`src/rtl/stat_reporter_pkg.sv`:
```
// Shared constants and types for the statistics report framer.
package stat_reporter_pkg;

  localparam logic [7:0] HDR_BYTE  = 8'hA5;
  localparam int         FRAME_LEN = 5;
  localparam logic [2:0] LAST_IDX  = 3'(FRAME_LEN - 1);
  localparam int         FLAG_OVF  = 0;
  localparam int         FLAG_DROP = 1;

  typedef enum logic {
    IDLE = 1'b0,
    SEND = 1'b1
  } state_t;

  function automatic logic [7:0] flags_byte(input logic ovf, input logic drop);
    logic [7:0] f;
    f = '0;
    f[FLAG_OVF]  = ovf;
    f[FLAG_DROP] = drop;
    return f;
  endfunction

endpackage

```
`src/rtl/stat_reporter_window_timer.sv`:
```
// Free-running window counter 0..WINDOW-1; tick is high while the count sits at WINDOW-1.
module window_timer #(
  parameter int WINDOW = 256
) (
  input  logic clock,
  input  logic reset,
  output logic tick
);

  localparam int CW = $clog2(WINDOW);

  logic [CW-1:0] count;

  always_ff @(posedge clock) begin
    if (reset) begin
      count <= '0;
    end else if (count == CW'(WINDOW - 1)) begin
      count <= '0;
    end else begin
      count <= count + 1'b1;
    end
  end

  assign tick = !reset && (count == CW'(WINDOW - 1));

endmodule

```
`src/rtl/stat_reporter.sv`:
```
// Snapshots upstream statistics once per window and emits a 5-byte report frame.
// Outputs are registered; a window end during an unfinished frame is counted as dropped.
module stat_reporter
  import stat_reporter_pkg::*;
#(
  parameter int WINDOW = 256
) (
  input  logic       clock,
  input  logic       reset,
  input  logic [7:0] EvenParity,
  input  logic [7:0] GreyCode,
  input  logic       overflow,
  output logic       clear,
  output logic [7:0] RptData,
  output logic       RptValid,
  output logic       RptLast,
  input  logic       RptReady
);

  logic       tick;
  state_t     state;
  logic [2:0] idx;
  logic [7:0] seq;
  logic [7:0] seq_snap;
  logic [7:0] ep_snap;
  logic [7:0] gc_snap;
  logic       ovf_snap;
  logic       drop_snap;
  logic       dropped;
  logic       accept;
  logic       frame_done;
  logic       start;
  logic [7:0] next_byte;

  window_timer #(.WINDOW(WINDOW)) u_timer (
    .clock(clock),
    .reset(reset),
    .tick (tick)
  );

  assign accept     = RptValid && RptReady;
  assign frame_done = (state == SEND) && accept && (idx == LAST_IDX);
  // A window end may start a frame in the same cycle the previous one finishes.
  assign start      = tick && ((state == IDLE) || frame_done);

  always_comb begin
    next_byte = flags_byte(ovf_snap, drop_snap);
    case (idx)
      3'd0:    next_byte = seq_snap;
      3'd1:    next_byte = ep_snap;
      3'd2:    next_byte = gc_snap;
      default: next_byte = flags_byte(ovf_snap, drop_snap);
    endcase
  end

  always_ff @(posedge clock) begin
    if (reset) begin
      state     <= IDLE;
      idx       <= '0;
      seq       <= '0;
      seq_snap  <= '0;
      ep_snap   <= '0;
      gc_snap   <= '0;
      ovf_snap  <= 1'b0;
      drop_snap <= 1'b0;
      dropped   <= 1'b0;
      clear     <= 1'b0;
      RptData   <= '0;
      RptValid  <= 1'b0;
      RptLast   <= 1'b0;
    end else begin
      clear <= tick;
      if (tick) begin
        seq <= seq + 8'd1;
      end

      if (tick && !start) begin
        dropped <= 1'b1;
      end else if (start) begin
        dropped <= 1'b0;
      end

      if (start) begin
        state     <= SEND;
        idx       <= '0;
        seq_snap  <= seq;
        ep_snap   <= EvenParity;
        gc_snap   <= GreyCode;
        ovf_snap  <= overflow;
        drop_snap <= dropped;
        RptData   <= HDR_BYTE;
        RptValid  <= 1'b1;
        RptLast   <= 1'b0;
      end else if (frame_done) begin
        state    <= IDLE;
        idx      <= '0;
        RptData  <= '0;
        RptValid <= 1'b0;
        RptLast  <= 1'b0;
      end else if ((state == SEND) && accept) begin
        idx     <= idx + 3'd1;
        RptData <= next_byte;
        RptLast <= (idx == LAST_IDX - 3'd1);
      end
    end
  end

endmodule

```
`config.mk`:
```
export PLATFORM = sky130hd
export DESIGN_NAME = stat_reporter
export DESIGN_NICKNAME = d
export VERILOG_FILES = /design/src/rtl/stat_reporter_pkg.sv /design/src/rtl/stat_reporter_window_timer.sv /design/src/rtl/stat_reporter.sv
export SDC_FILE = /design/constraint.sdc
export NUM_CORES = 1
export LEC_CHECK = 0
export ABC_AREA = 1
export CAP_MARGIN = 30
export CELL_PAD_IN_SITES_DETAIL_PLACEMENT = 1
export CELL_PAD_IN_SITES_GLOBAL_PLACEMENT = 1
export CORE_UTILIZATION = 42
export CTS_BUF_LIST = sky130_fd_sc_hd__clkbuf_4 sky130_fd_sc_hd__clkbuf_8
export CTS_CLUSTER_DIAMETER = 100
export DETAILED_ROUTE_END_ITERATION = 10
export PLACE_DENSITY = 0.9
export SLEW_MARGIN = 10
export SYNTH_ARGS = -nofsm -noshare
export SYNTH_HDL_FRONTEND = slang
export SYNTH_SLANG_ARGS = --single-unit
```
`constraint.sdc`:
```
create_clock -name clock -period 2.1 [get_ports clock]
set_clock_uncertainty 0.1 [all_clocks]
set_input_delay 0.63 -clock clock [delete_from_list [all_inputs] [get_ports clock]]
set_output_delay 0.63 -clock clock [all_outputs]
set_load 0.01 [all_outputs]
```
* Word-level counts from Yosys, hierarchy flattened
Cells that the tools add are included.
** Word-level totals
- Register bits after elaboration :: 57
- Bits in latches :: 0
- Bits in writable memories :: 0
- Bits in read-only memories :: 0
- Input port bits :: 20
- Output and inout port bits :: 11
- Logic and storage cells :: 46
- Memories :: 0
** Operators by class
- Add/subtract/negate cells :: 3
- $mul :: 0
- Div/mod/pow operators :: 0
- $lt $le $gt $ge :: 0
- Eq/ne operators :: 5
- Shift operators :: 0
- Mux-type cells :: 8
- Bitwise operators :: 1
- Reduce and logical (&&, ||, !) cells :: 15
** Operator list (count)
- 8-bit two-way mux :: 3
- 8-bit one-hot mux with 3 select lines :: 1
- 8-bit by 1-bit adder with 8-bit output, second input constant :: 2
- 8-bit == test, second input constant :: 1
- 3-bit by 2-bit == test with 1-bit output, second input constant :: 2
- 1-bit logical AND :: 6
- 1-bit two-way mux :: 4
- 2-bit nonzero test :: 2
- 3-bit by 1-bit adder with 3-bit output, second input constant :: 1
- 3-bit by 1-bit == test with 1-bit output, second input constant :: 1
- 3-bit == test, second input constant :: 1
- 3-bit zero test :: 1
- 3-bit nonzero test :: 1
- 3-bit OR reduction :: 1
- 1-bit zero test :: 2
- 2-bit OR reduction :: 1
- 1-bit logical OR :: 1
- 1-bit inverter :: 1

* Logic depth before layout (Yosys ltp)
- Word-level depth :: 8
- Depth in mapped cells :: 10

* Modules after synthesis
Synthesis repeated with hierarchy kept, for this count alone.
** Unflattened totals
- Cell total of the unflattened synthesis :: 352
- Area, all modules :: 2521.2 um^2
** Modules (own cells, without submodules)
- stat_reporter :: times used 1, cells each 297, area each 2137.0 um^2
- window_timer :: times used 1, cells each 55, area each 384.1 um^2

* Least setup slack after synthesis
Ideal clock, no wire load.
- Path kind :: in2reg
- From :: input RptReady
- To :: register seq_snap[5]
- Library setup time :: 0.117 ns
- Data arrival time :: 1.343 ns
- Data required time :: 1.883 ns
- Setup slack :: 0.541 ns
- Stages :: 8
- Path through :: nand2_1 > nor2_2 > nor2_4 > nand2_2 > nand2_4 > buf_6 > nand2_1 > o21ai_1
** Between the ends
- Cells in the longest elaborated chain, start to end :: 5
** RTL lines
- start, declared :: RTL line stat_reporter.sv:17 : input logic RptReady
- 1-bit logical AND :: RTL line stat_reporter.sv:41 : assign accept = RptValid && RptReady;
- 1-bit logical AND (2 in series) :: RTL line stat_reporter.sv:42 : assign frame_done = (state == SEND) && accept && (idx == LAST_IDX);
- 1-bit logical OR :: RTL line stat_reporter.sv:44 : assign start = tick && ((state == IDLE) || frame_done);
- 1-bit logical AND :: RTL line stat_reporter.sv:44
- end signal, assigned :: RTL line stat_reporter.sv:86 : seq_snap <= seq;
- end, declared :: RTL line stat_reporter.sv:24 : logic [7:0] seq_snap;
Every way passes these cells.
A chain may end at the register's enable or synchronous reset.

* Worst setup path after layout
- From :: register RptData[2]
- To :: output RptData[2]
** RTL lines
- start, declared :: RTL line stat_reporter.sv:14 : output logic [7:0] RptData,
- start signal, assigned :: RTL line stat_reporter.sv:102 : RptData <= next_byte;
No word-level cell between the ends.

==> results_tabular.tex <==
\begin{tabular}{lr}
\hline
Metric & Value \\
\hline
\multicolumn{2}{l}{\textbf{Yosys}} \\
\quad Part of the Yosys area used for sequential elements & 45.1\% \\
\quad EDFF count, synth & 0 \\
\quad Main combinational cell family by area after synthesis & simple AND/OR/NAND/NOR gates \\
\quad Most frequently used flop master after synthesis & sky130\_fd\_sc\_hd\_\_dfxtp\_1 \\
\quad Synthesized-area fraction occupied by adder cells & 3.46\% \\
\quad Simple-Gate Fraction of Synth Area & 35.9\% \\
\quad Cell taking the most area after synthesis & sky130\_fd\_sc\_hd\_\_dfxtp\_1 \\
\quad Average cell area after synthesis & 7.38 um\^{}2 \\
\quad Number of instances in the synthesized netlist & 343 \\
\quad Number of warnings reported in the yosys synthesis log & 0 \\
\quad Dominant cells by area after synthesis & sky130\_fd\_sc\_hd\_\_dfxtp\_1 45\%, sky130\_fd\_sc\_hd\_\_nand2\_1 20\%, sky130\_fd\_sc\_hd\_\_inv\_1 4.5\% \\
\quad Share of the synthesized area in compound gates (AO/OA/AOI/OAI) & 6.58\% \\
\quad Synth Register Bits & 57 \\
\quad Post-Synthesis Net Count & 370 \\
\quad Share of synthesized registers carrying an async set or reset & 0\% \\
\quad Cell area after synthesis & 2530 um\^{}2 \\
\quad Share of the synthesized area in the top cell type & 45.1\% \\
\quad Post-synthesis share of cell area spent on xor and xnor gates & 1.38\% \\
\quad Fraction of synthesized area in multiplexers & 0\% \\
\quad Netlist cell types & 28 \\
\multicolumn{2}{l}{\textbf{Setup path}} \\
\quad Largest fanout on the critical path & 2 \\
\quad Type of the setup path with the least slack & reg -> out \\
\quad Depth of the worst register-to-register path & 10 \\
\quad Critical Path AT & 1.23 ns \\
\quad Family of cells with the greatest summed delay on the critical path & buffers and inverters \\
\quad Required @ worst endpoint & 1.37 ns \\
\quad Worst path depth & 1 \\
\quad CP cell instances & clkdlybuf4s50\_1 \\
\quad Critical Path Max Stage Delay & 0.55 ns \\
\quad Slowest library cell on the worst path & sky130\_fd\_sc\_hd\_\_clkdlybuf4s50\_1 \\
\quad Buffers \& Inverters on Critical Path & 1 \\
\quad Startpoint type of the worst setup path & register \\
\quad Nature of the critical path endpoint & output port \\
\multicolumn{2}{l}{\textbf{Clock network}} \\
\quad TritonCTS Sinks & 57 \\
\quad Cts bufs inserted & 9 \\
\quad Hold buffers post-CTS & 0 \\
\quad Clock Latency Late Sink & 0.34 ns \\
\quad Clock root buffer & sky130\_fd\_sc\_hd\_\_clkbuf\_8 \\
\quad H-Tree Depth & 3 \\
\quad CTS tree & done \\
\quad Setup Buffers After CTS & 0 \\
\quad Number of buffers on the longest clock path & 2 \\
\quad Cts repair resizes & 0 \\
\quad Clock-pin slew on the worst setup and hold paths & 0.06 ns \\
\multicolumn{2}{l}{\textbf{STA}} \\
\quad Max transition margin & 77.1\% \\
\quad Fin crit period & 1.96 ns \\
\quad Final number of hold-violating endpoints & 0 \\
\quad Worst Max-Slew Pin Slew & 0.343 ns \\
\quad Final count of negative-setup-slack endpoints & 0 \\
\quad Setup\_tns & 0 ns \\
\quad Unrepaired setup endpoints after global routing & false \\
\quad Highest Clock Rate & 510 MHz \\
\quad Final-report max-slew violation count & 0 \\
\quad Final cycle utilization of the critical path & 93.4\% \\
\quad Setup slack of the critical path after layout & 0.139 ns \\
\multicolumn{2}{l}{\textbf{Cells and area}} \\
\quad Non-filler cells, final & 464 \\
\quad Utilization of the core after routing & 56.7\% \\
\quad Area growth from synthesis to layout & 26.5\% \\
\quad Number of nets at the end of the flow & 414 \\
\quad Number of antenna cells inserted & 0 \\
\quad Post-route cell area & 3200 um\^{}2 \\
\quad Fraction of final layout cells with drive strength greater than 1 & 12.5\% \\
\multicolumn{2}{l}{\textbf{Drt}} \\
\quad Met3 Routed Length & 268 um \\
\quad Post-DR wirelength/cell & 15.1 um \\
\quad Total via count in the routed design & 2293 \\
\quad Remaining antenna violation count & 0 \\
\quad Total length of routed met2 wires & 3870 um \\
\quad Metal-1 WL & 2770 um \\
\quad Pre-antenna DRT Iters & 4 \\
\quad Via density per instance & 4.94 \\
\quad Top layer reached by signal wires & met4 \\
\quad Detailed Route Iter0 Violations & 62 \\
\quad Post-detailed-route DRC marker count & 0 \\
\quad Sum of routed wire length over all layers & 7020 um \\
\multicolumn{2}{l}{\textbf{Global routing}} \\
\quad Global route total overflow & 0 \\
\quad Combined global-route utilization of all metal layers & 25.1\% \\
\quad Initial antenna violation count & 0 \\
\quad Maximum number of pins on one net before global-route repair & 23 \\
\quad Number of global-route vias before repair & 2494 \\
\quad Global-route wire length before repair & 11800 um \\
\multicolumn{2}{l}{\textbf{Placement}} \\
\quad HPWL Detailed & 5110 um \\
\quad Worst slack, placed & -0.000856 ns \\
\quad Input/output buffers & 30 \\
\quad Final GP Congestion & 0.804 \\
\quad Placed cell count & 448 \\
\quad Post-Place Cell Area & 2980 um\^{}2 \\
\multicolumn{2}{l}{\textbf{Run status}} \\
\quad Status & complete, no violations \\
\multicolumn{2}{l}{\textbf{Power and ir drop}} \\
\quad Sequential fraction of design power & 48.1\% \\
\quad Standby leakage power & 1.39 nW \\
\quad Comb power frac & 3.7\% \\
\quad Max IR drop VDD & 0.497 mV \\
\quad Switch share & 20.3\% \\
\quad Cell internal pwr & 1.80 mW \\
\quad Power Dens Cells & 707 nW/um\^{}2 \\
\quad Part of the total power dissipated in the clock network & 48.2\% \\
\quad Switching power & 459 uW \\
\multicolumn{2}{l}{\textbf{Run}} \\
\quad Max\_cap viols & 0 \\
\multicolumn{2}{l}{\textbf{Die}} \\
\quad Floorplan Core Area & 5640 um\^{}2 \\
\quad Full die area & 6340 um\^{}2 \\
\quad Height of the chip & 79.6 um \\
\quad Die Span X & 79.6 um \\
\quad I/O Pins & 31 \\
\quad Site row count & 27 \\
\quad Starting Density & 44.8\% \\
\multicolumn{2}{l}{\textbf{Hold path}} \\
\quad Worst Hold Depth & 2 \\
\quad Path class of the lowest-slack min-delay path & reg -> reg \\
\hline
\end{tabular}
==> layout by cell type, fill, tap and decap left out, drive strengths merged, types with 2 or more instances in the layout <==
master	instances
nand2	142
dfxtp	57
nor2	34
inv	33
clkdlybuf4s50	30
nand3	22
a21oi	14
clkbuf	14
o21ai	14
buf	11
ha	7
o211ai	2
nor3	2
nand4	2
xnor2	2
xor2	2
==> through the flow <==
| stage | hold slack [ns] | power (mW) |
|---|---|---|
| global route | 0.371 | 2.33 |
| floorplan | 0.318 | 1.14 |
| finish | 0.352 | 2.26 |
| detailed placement | 0.344 | 1.20 |
| global placement | 0.328 | 1.19 |
| CTS | 0.355 | 2.28 |
==> logic make-up (layout without fill, tap and decap cells) <==
family,after synthesis,in the layout
compound gates,30,30
simple gates,204,204
buf+inv,41,90
xor+xnor,4,4
fa+ha+maj,7,7
flops,57,57
==> layer usage <==
layer  global-route usage, %  vias to the layer above
met2                    48.4                       44
met1                    24.9                     1084
li1                        -                     1153
met3                    7.66                       12
met4                    8.73                        0
met5                       0                        -
==> Yosys cell counts, types with 3 or more instances <==
cell and count:
sky130_fd_sc_hd__ha_1 7, sky130_fd_sc_hd__dfxtp_1 57, sky130_fd_sc_hd__nand2_4 3, sky130_fd_sc_hd__nand2_1 133
sky130_fd_sc_hd__a21oi_1 14, sky130_fd_sc_hd__nor2_1 29, sky130_fd_sc_hd__clkbuf_1 3, sky130_fd_sc_hd__o21ai_0 5
sky130_fd_sc_hd__inv_2 3, sky130_fd_sc_hd__nand2_2 6, sky130_fd_sc_hd__o21ai_1 6, sky130_fd_sc_hd__inv_1 30
sky130_fd_sc_hd__nand3_1 21, sky130_fd_sc_hd__o21ai_2 3
==> area by class of cell <==
| class | count | area (um^2) |
|---|---|---|
| Multi-Input combinational cell | 245 | 1200 |
| Sequential cell | 57 | 1140 |
| Clock buffer | 14 | 180 |
| Tap cell | 72 | 90.1 |
| Inverter | 33 | 124 |
| Timing Repair Buffer | 41 | 433 |
| Clock inverter | 2 | 35.0 |
| Fill cell | 719 | 2440 |
==> worst paths after layout <==
kind / start / end / slack [ns]
max: RptData[2]$_SDFFE_PP0P_ / RptData[2] / 0.14
min: seq_snap[3]$_SDFFE_PP0P_ / seq_snap[3]$_SDFFE_PP0P_ / 0.35
max reg2reg: idx[0]$_SDFFE_PP0N_ / seq_snap[0]$_SDFFE_PP0P_ / 0.28
min reg2reg: seq_snap[3]$_SDFFE_PP0P_ / seq_snap[3]$_SDFFE_PP0P_ / 0.35
==> flip-flops by register name, indices dropped and copies added, names as in the netlist <==
register,count
RptData,8
ep_snap,8
gc_snap,8
seq,8
seq_snap,8
u_timer.count,8
idx,3
RptLast,1
clear,1
drop_snap,1
dropped,1
ovf_snap,1
state,1
==> power by group through the flow <==
stage	Combinational [mW]	Clock, mW	Sequential, mW
5_1_grt	0.0893	1.15	1.09
3_5_place_dp	0.0834	0	1.11
4_1_cts	0.0838	1.11	1.09
6_report	0.0828	1.09	1.09
2_1_floorplan	0.0286	0	1.11
3_3_place_gp	0.0796	0	1.11
==> tightest hold or removal path: stages (launching register included) <==
cell and delay (ns):
sky130_fd_sc_hd__dfxtp_1 0.31, sky130_fd_sc_hd__nand2_1 0.06, sky130_fd_sc_hd__nand2_1 0.04
(Power assumes the default switching activity.)
